[src/rtl/matvec_engine.sv]
// Matrix-vector engine: polls the MMIO flag, reads A/X/C bases and M/N, computes C = A*X.
// Optional per-row bias initialisation is enabled by defining MATVEC_BIAS_EN.
module matvec_engine #(
    parameter int DATA_WIDTH = 32,
    parameter int ADDR_WIDTH = 16
) (
    input  logic                         clk,
    input  logic                         rst_n,
    output logic [ADDR_WIDTH-1:0]        mem_addr,
    output logic [DATA_WIDTH-1:0]        mem_wdata,
    output logic                         mem_we,
    input  logic signed [DATA_WIDTH-1:0] mem_rdata,
    output logic                         busy,
    output logic                         done
);

    localparam logic [ADDR_WIDTH-1:0] AddrABase = ADDR_WIDTH'(32'h300);
    localparam logic [ADDR_WIDTH-1:0] AddrXBase = ADDR_WIDTH'(32'h400);
    localparam logic [ADDR_WIDTH-1:0] AddrCBase = ADDR_WIDTH'(32'h500);
    localparam logic [ADDR_WIDTH-1:0] AddrM     = ADDR_WIDTH'(32'h600);
    localparam logic [ADDR_WIDTH-1:0] AddrN     = ADDR_WIDTH'(32'h700);
    localparam logic [ADDR_WIDTH-1:0] AddrFlag  = ADDR_WIDTH'(32'hB00);
`ifdef MATVEC_BIAS_EN
    localparam logic [ADDR_WIDTH-1:0] AddrBias  = ADDR_WIDTH'(32'hD00);
    localparam logic [2:0]            CfgEnd    = 3'd7;
`else
    localparam logic [2:0]            CfgEnd    = 3'd6;
`endif

    typedef enum logic [2:0] {
        StIdle, StCfg, StFetchA, StFetchX, StMac, StWriteC, StFlag, StBias
    } state_e;

    state_e                        state_q, state_d;
    logic                          phase_q, phase_d;
    logic [2:0]                    cfg_cnt_q, cfg_cnt_d;
    logic [ADDR_WIDTH-1:0]         a_base_q, a_base_d;
    logic [ADDR_WIDTH-1:0]         x_base_q, x_base_d;
    logic [ADDR_WIDTH-1:0]         c_base_q, c_base_d;
    logic [DATA_WIDTH-1:0]         m_q, m_d;
    logic [DATA_WIDTH-1:0]         n_q, n_d;
    logic [DATA_WIDTH-1:0]         i_q, i_d;
    logic [DATA_WIDTH-1:0]         j_q, j_d;
    logic signed [DATA_WIDTH-1:0]  acc_q, acc_d;
    logic signed [DATA_WIDTH-1:0]  a_q, a_d;
    logic [ADDR_WIDTH-1:0]         row_ptr_q, row_ptr_d;
    logic [1:0]                    status_q, status_d;
`ifdef MATVEC_BIAS_EN
    logic [ADDR_WIDTH-1:0]         bias_base_q, bias_base_d;
`endif

    always_ff @(posedge clk or negedge rst_n) begin
        if (!rst_n) begin
            state_q     <= StIdle;
            phase_q     <= 1'b0;
            cfg_cnt_q   <= '0;
            a_base_q    <= '0;
            x_base_q    <= '0;
            c_base_q    <= '0;
            m_q         <= '0;
            n_q         <= '0;
            i_q         <= '0;
            j_q         <= '0;
            acc_q       <= '0;
            a_q         <= '0;
            row_ptr_q   <= '0;
            status_q    <= '0;
`ifdef MATVEC_BIAS_EN
            bias_base_q <= '0;
`endif
        end else begin
            state_q     <= state_d;
            phase_q     <= phase_d;
            cfg_cnt_q   <= cfg_cnt_d;
            a_base_q    <= a_base_d;
            x_base_q    <= x_base_d;
            c_base_q    <= c_base_d;
            m_q         <= m_d;
            n_q         <= n_d;
            i_q         <= i_d;
            j_q         <= j_d;
            acc_q       <= acc_d;
            a_q         <= a_d;
            row_ptr_q   <= row_ptr_d;
            status_q    <= status_d;
`ifdef MATVEC_BIAS_EN
            bias_base_q <= bias_base_d;
`endif
        end
    end

    assign busy = (state_q != StIdle);

    always_comb begin
        state_d     = state_q;
        phase_d     = phase_q;
        cfg_cnt_d   = cfg_cnt_q;
        a_base_d    = a_base_q;
        x_base_d    = x_base_q;
        c_base_d    = c_base_q;
        m_d         = m_q;
        n_d         = n_q;
        i_d         = i_q;
        j_d         = j_q;
        acc_d       = acc_q;
        a_d         = a_q;
        row_ptr_d   = row_ptr_q;
        status_d    = status_q;
`ifdef MATVEC_BIAS_EN
        bias_base_d = bias_base_q;
`endif
        mem_addr    = AddrFlag;
        mem_wdata   = '0;
        mem_we      = 1'b0;
        done        = 1'b0;

        case (state_q)
            StIdle: begin
                // Flag is read on phase 0 and its data checked on phase 1.
                phase_d = ~phase_q;
                if (phase_q && mem_rdata == DATA_WIDTH'(1)) begin
                    state_d   = StCfg;
                    phase_d   = 1'b0;
                    cfg_cnt_d = '0;
                end
            end
            StCfg: begin
                // Address k is presented at count k; its data is latched at count k+1.
                case (cfg_cnt_q)
                    3'd0: mem_addr = AddrABase;
                    3'd1: mem_addr = AddrXBase;
                    3'd2: mem_addr = AddrCBase;
                    3'd3: mem_addr = AddrM;
                    3'd4: mem_addr = AddrN;
`ifdef MATVEC_BIAS_EN
                    3'd5: mem_addr = AddrBias;
`endif
                    default: mem_addr = AddrFlag;
                endcase
                case (cfg_cnt_q)
                    3'd1: a_base_d = mem_rdata[ADDR_WIDTH-1:0];
                    3'd2: x_base_d = mem_rdata[ADDR_WIDTH-1:0];
                    3'd3: c_base_d = mem_rdata[ADDR_WIDTH-1:0];
                    3'd4: m_d      = mem_rdata;
                    3'd5: n_d      = mem_rdata;
`ifdef MATVEC_BIAS_EN
                    3'd6: bias_base_d = mem_rdata[ADDR_WIDTH-1:0];
`endif
                    default: ;
                endcase
                cfg_cnt_d = cfg_cnt_q + 3'd1;
                if (cfg_cnt_q == CfgEnd) begin
                    if (m_q == '0 || n_q == '0) begin
                        status_d = 2'd3;
                        state_d  = StFlag;
                    end else begin
                        i_d       = '0;
                        j_d       = '0;
                        acc_d     = '0;
                        row_ptr_d = a_base_q;
`ifdef MATVEC_BIAS_EN
                        state_d   = StBias;
`else
                        state_d   = StFetchA;
`endif
                    end
                end
            end
`ifdef MATVEC_BIAS_EN
            StBias: begin
                mem_addr = bias_base_q + ADDR_WIDTH'(i_q);
                state_d  = StFetchA;
            end
`endif
            StFetchA: begin
                mem_addr = row_ptr_q + ADDR_WIDTH'(j_q);
`ifdef MATVEC_BIAS_EN
                // The bias word requested in StBias arrives on the row's first fetch.
                if (j_q == '0) begin
                    acc_d = mem_rdata;
                end
`endif
                state_d  = StFetchX;
            end
            StFetchX: begin
                mem_addr = x_base_q + ADDR_WIDTH'(j_q);
                a_d      = mem_rdata;
                state_d  = StMac;
            end
            StMac: begin
                acc_d = acc_q + a_q * mem_rdata;
                if (j_q == n_q - DATA_WIDTH'(1)) begin
                    state_d = StWriteC;
                end else begin
                    j_d     = j_q + DATA_WIDTH'(1);
                    state_d = StFetchA;
                end
            end
            StWriteC: begin
                mem_we    = 1'b1;
                mem_addr  = c_base_q + ADDR_WIDTH'(i_q);
                mem_wdata = acc_q;
                if (i_q == m_q - DATA_WIDTH'(1)) begin
                    status_d = 2'd2;
                    state_d  = StFlag;
                end else begin
                    i_d       = i_q + DATA_WIDTH'(1);
                    j_d       = '0;
                    acc_d     = '0;
                    row_ptr_d = row_ptr_q + ADDR_WIDTH'(n_q);
`ifdef MATVEC_BIAS_EN
                    state_d   = StBias;
`else
                    state_d   = StFetchA;
`endif
                end
            end
            StFlag: begin
                mem_we    = 1'b1;
                mem_addr  = AddrFlag;
                mem_wdata = DATA_WIDTH'(status_q);
                done      = 1'b1;
                phase_d   = 1'b0;
                state_d   = StIdle;
            end
            default: state_d = StIdle;
        endcase
    end

endmodule

[config.mk]
export PLATFORM = sky130hd
export DESIGN_NAME = matvec_engine
export DESIGN_NICKNAME = d
export VERILOG_FILES = /design/src/rtl/matvec_engine.sv
export SDC_FILE = /design/constraint.sdc
export NUM_CORES = 2
export LEC_CHECK = 0
export ABC_AREA = 1
export ABC_CLOCK_PERIOD_IN_PS = 16390
export CORE_MARGIN = 1
export CORE_UTILIZATION = 66
export CTS_CLUSTER_SIZE = 8
export DETAILED_ROUTE_END_ITERATION = 8
export GPL_ROUTABILITY_DRIVEN = 1
export PLACE_DENSITY = 0.86
export SLEW_MARGIN = 20
export SYNTH_ARGS = -nofsm -noshare
export SYNTH_HDL_FRONTEND = slang
export SYNTH_SLANG_ARGS = --single-unit
[constraint.sdc]
create_clock -name clk -period 16.39 [get_ports clk]
set_clock_uncertainty 0.2 [all_clocks]
set_input_delay 4.917 -clock clk [delete_from_list [all_inputs] [get_ports clk]]
set_output_delay 4.917 -clock clk [all_outputs]
set_load 0.05 [all_outputs]
# == Yosys cells after proc, flatten, opt, wreduce, memory -nomap -nowiden ==
# Cells that the tools add are included.
# word_totals
register_bits,265
latch_bits,0
mem_bits_rw,0
romBits,0
in_bits,34
out_inout_bits,51
word_cells,102
mem_count,0
# classes
n_addsub,10
multipliers,1
div,0
order_cmp,0
n_eq_ne,22
n_shift,0
muxes,31
bitwise_logic,1
n_reduce_logical,23
# op_table
cell,n
one-hot mux 32 bit (3 select lines),2
2-to-1 mux 32 bit,5
one-hot mux 32 bit (2 select lines),2
adder 16 bit,4
adder 32 x 1 -> 32 bit (second input constant),2
equality test 32 bit,2
logical NOT 32 bit,2
one-hot mux 16 bit (4 select lines),1
subtractor 32 x 1 -> 32 bit (second input constant),2
one-hot mux 12 bit (5 select lines),1
2-to-1 mux 16 bit,3
adder 32 bit,1
equality test 32 x 2 -> 1 bit (second input constant),1
multiplier 32 x 32 -> 32 bit,1
one-hot mux 16 bit (2 select lines),1
equality test 3 bit (second input constant),6
2-to-1 mux 3 bit,6
one-hot mux 3 bit (6 select lines),1
!= test 2 bit (second input constant),7
AND reduction 2 bit,7
equality test 3 x 2 -> 1 bit (second input constant),4
AND reduction 4 bit,3
equality test 3 x 1 -> 1 bit (second input constant),2
logical NOT 3 bit,2
13 further kinds,20

# == Logic depth before layout (Yosys ltp) ==
# depth
depth_word,5
ltp_mapped,35
depth_no_buf,33

# == Worst setup path after synthesis ==
# OpenSTA, ideal clock, no wires.
# synth_timing
path_kind,input port to flip-flop
start,input port mem_rdata[0]
end,register acc_q[28]
setup_time_ps,118
arrival_ps,11318
t_required_ps,16072
setup_slack_ps,4754
path_stages,26
n_path_buf,2
cell_sequence,clkbuf_1 clkbuf_1 nand2_1 inv_1 fa_1 fa_1 inv_1 fa_1 fa_1 fa_1 fa_1 inv_1 fa_1 inv_1 fa_1 inv_1 ha_1 nand2_1 nor4_1 nand4_1 nand3_1 a21o_1 a21oi_1 or2_2 nand3_1 nand2_1
# synth_between
elab_chain_cells,3
# synth_lines
element,line,rtl
start: declaration,12,"input logic signed [DATA_WIDTH-1:0] mem_rdata,"
multiplier 32 x 32 -> 32 bit,191,acc_d = acc_q + a_q * mem_rdata;
adder 32 bit,191,
one-hot mux 32 bit (3 select lines),117,case (state_q)
end signal: assignment,64,acc_q <= '0;
end signal: assignment,82,acc_q <= acc_d;
end: declaration,44,"logic signed [DATA_WIDTH-1:0] acc_q, acc_d;"
# Every way passes these cells.
# A chain may end at the register's enable or synchronous reset.

# == Worst setup path in the final report ==
# layout_timing
start,input port mem_rdata[13]
end,register acc_q[29]
# The elaborated chain is that of the path after synthesis.

==> metrics.txt <==
vias after detailed routing=between 30000 and 40000; Distinct cells, synth=46; PnR worst setup slack=4.26 ns; setup_tns=0 ns; CP Launch Type=primary input; DR pass1 iterations=7; CTS max path bufs=3; Detailed Place HPWL=79100 um; WP data required=16.64 ns; ys flop type=dfrtp_1; CP Class=primary input to register; FF+latch count, synth=~270; Starting Density=66.8%; GR Util All Layers=between 30% and 40%; worst hold path type=register to register; ys async rst share=100%; antenna-violating nets left=0; DR iter-0 viols=3544; placed inst area=0.0371 mm2; hold path startpoint=status_q[1]; largest area contributor in the netlist=fa_1; Avg Cell Area, Syn=~7 um2; # H-tree levels=2; number of synthesized flops with an enable pin=0; # rows=85; post-place setup slack=3.86 ns; Worst-Skew Late Latency=0.56 ns; outcome=finished clean; design area=0.0382 mm2; worst slew pin tran=1.20 ns; FMAX=82.4 MHz; Via density=5.68; critical path launch point=mem_rdata[13]; Area Overhead vs Synth=6.39%; CTS root buffer=clkbuf_16; YS warnings=0; RSZ-0062 raised after global routing=no; final-report hold violation count=0; CTS resizes=0; first-pass GRT wire length=171000 um; clock sink count=about 270; Max-Cap Viols=0; register area share after synthesis=a little under a fifth; WL final=~110000 um; # hold bufs at CTS=0; period utilization=74.0%; die width=235 um; port buffer count=84; gr ovfl total=0; area of the die=0.0553 mm2; number of global-route vias before repair=32400; R2R Path Start=a_q[11]; Post-synth top cells=nand2_1 (1463), inv_1 (1140), fa_1 (441); CTS tree=built; hold slack=0.271 ns; Setup Fix Bufs, Post-CTS=0; # IOs=85; Worst EP arrival=12.38 ns; Setup violations, final=0; Core ar.=roughly 0.054 mm2; top-count cell post-synth=nand2_1; antenna violations before repair=4; Mapped Cells=5037; CP Capture Type=register; Yosys top cell area share=between 20% and 30%; minimum clock period=12.13 ns; largest net degree at the start of global routing=roughly 120; Nets=about 5700; Rel. slew slack=around a fifth; Mapped Area=0.0359 mm2; Hold Crit Depth=2; Max Slew Vio Count=0; largest cells by area after synthesis=fa_1 (25%), dfrtp_1 (18%), nand2_1 (15%), inv_1 (12%), ha_1 (7.2%); DRC viols=0; Reg2Reg Depth=24; gpl congestion=0.993; Max FO, Critical Path=21; Die Span Y=235 um; layout cell share with drive strength beyond 1=around 2.8%; Worst-path clk slew=0.08 ns; wire per inst=~19 um; Num CTS Buffers=40; Post-Synthesis Net Count=around 5700
[flip-flops by register name, indices dropped and copies added (netlist names)]
signal and cells:
a_q 32, acc_q 32, i_q 32, j_q 32, m_q 32, n_q 32
a_base_q 16, c_base_q 16, row_ptr_q 16, x_base_q 16, cfg_cnt_q 3, state_q 3
status_q 2, phase_q 1
[metal layers]
metal / track usage [%] / vias up / part of all wire (%)
li1: - / 14900 / -
met1: 50.8 / 15300 / 38
met2: 64.1 / 1887 / 46
met3: 8.15 / 431 / 11
met4: 19.5 / 2 / 5.4
met5: 0 / - / 0.012
[critical path: stages]
cell,delay [ns]
clkdlybuf4s50_1,1.05
nand2_1,0.28
inv_1,0.08
fa_1,0.49
inv_1,0.06
fa_1,0.36
inv_1,0.07
fa_1,0.41
inv_1,0.08
fa_1,0.43
fa_1,0.50
fa_1,0.57
inv_1,0.06
fa_1,0.49
inv_1,0.05
fa_1,0.49
inv_1,0.05
ha_1,0.36
nand2_1,0.11
nor4_1,0.51
nand4_1,0.16
nand3_1,0.19
a21oi_1,0.12
o21ai_0,0.22
a21oi_1,0.09
o21ai_0,0.10
nand2_1,0.07
[worst paths after layout]
path | to | slack [ns]
min in group asynchronous | j_q[6] | 4.28
worst min-delay path | status_q[1] | 0.27
worst max-delay path | acc_q[29] | 4.26
max in group asynchronous | m_q[28] | 9.31
worst max register to register | acc_q[29] | 8.57
worst min register to register | status_q[1] | 0.27
[metrics by stage]
step	instances	utilization (%)
CTS	5708	71.0
floorplan	5037	-
global placement	5658	69.0
detailed placement	5658	69.0
global route	5709	71.0
finish	5712	71.1
[cells by family (layout without fill, tap and decap cells)]
logic type               Yosys count  in the layout  synth area share, %
AND/OR/NAND/NOR                 2167           2167                 24.6
other                              0              4                    0
AO/OA/AOI/OAI                    435            435                 6.42
buffers and inverters           1344           1319                 14.4
flip-flops                       265            265                 18.5
XOR/XNOR                         178            178                 4.35
adder cells (fa/ha/maj)          648            648                 31.8
[layout by cell type (no fill, tap or decap), types with 4 or more instances in the layout]
cell / instances
a21o_1: 6
buf_4: 41
nand3_1: 167
nand4_1: 48
nor4_1: 23
nand2_2: 7
dfrtp_1: 264
o22ai_1: 6
clkbuf_16: 40
xor2_1: 106
ha_1: 207
fa_1: 441
clkbuf_1: 5
xnor2_1: 72
inv_1: 1140
nor3_1: 54
o21ai_1: 29
nor2_4: 6
nand3b_1: 13
clkdlybuf4s50_1: 82
nor2_2: 12
o21ai_0: 247
diode_2: 4
o31ai_1: 10
nand2_1: 1463
o21bai_1: 13
a31oi_1: 4
a21oi_1: 106
or2_2: 12
nor2_1: 350
[final cells by class]
class	instances	area [um2]
clock inverters	5	65.1
fillers	4239	15500
repair buffers	125	1150
clock buffers	45	1020
multi-input cells	3428	24100
inverters	1144	4300
diodes	4	10.0
well taps	696	871
flip-flops and latches	265	6630
Power is not shown: default switching activity piles up to over one toggle a cycle in this logic, so the estimate is an artifact.
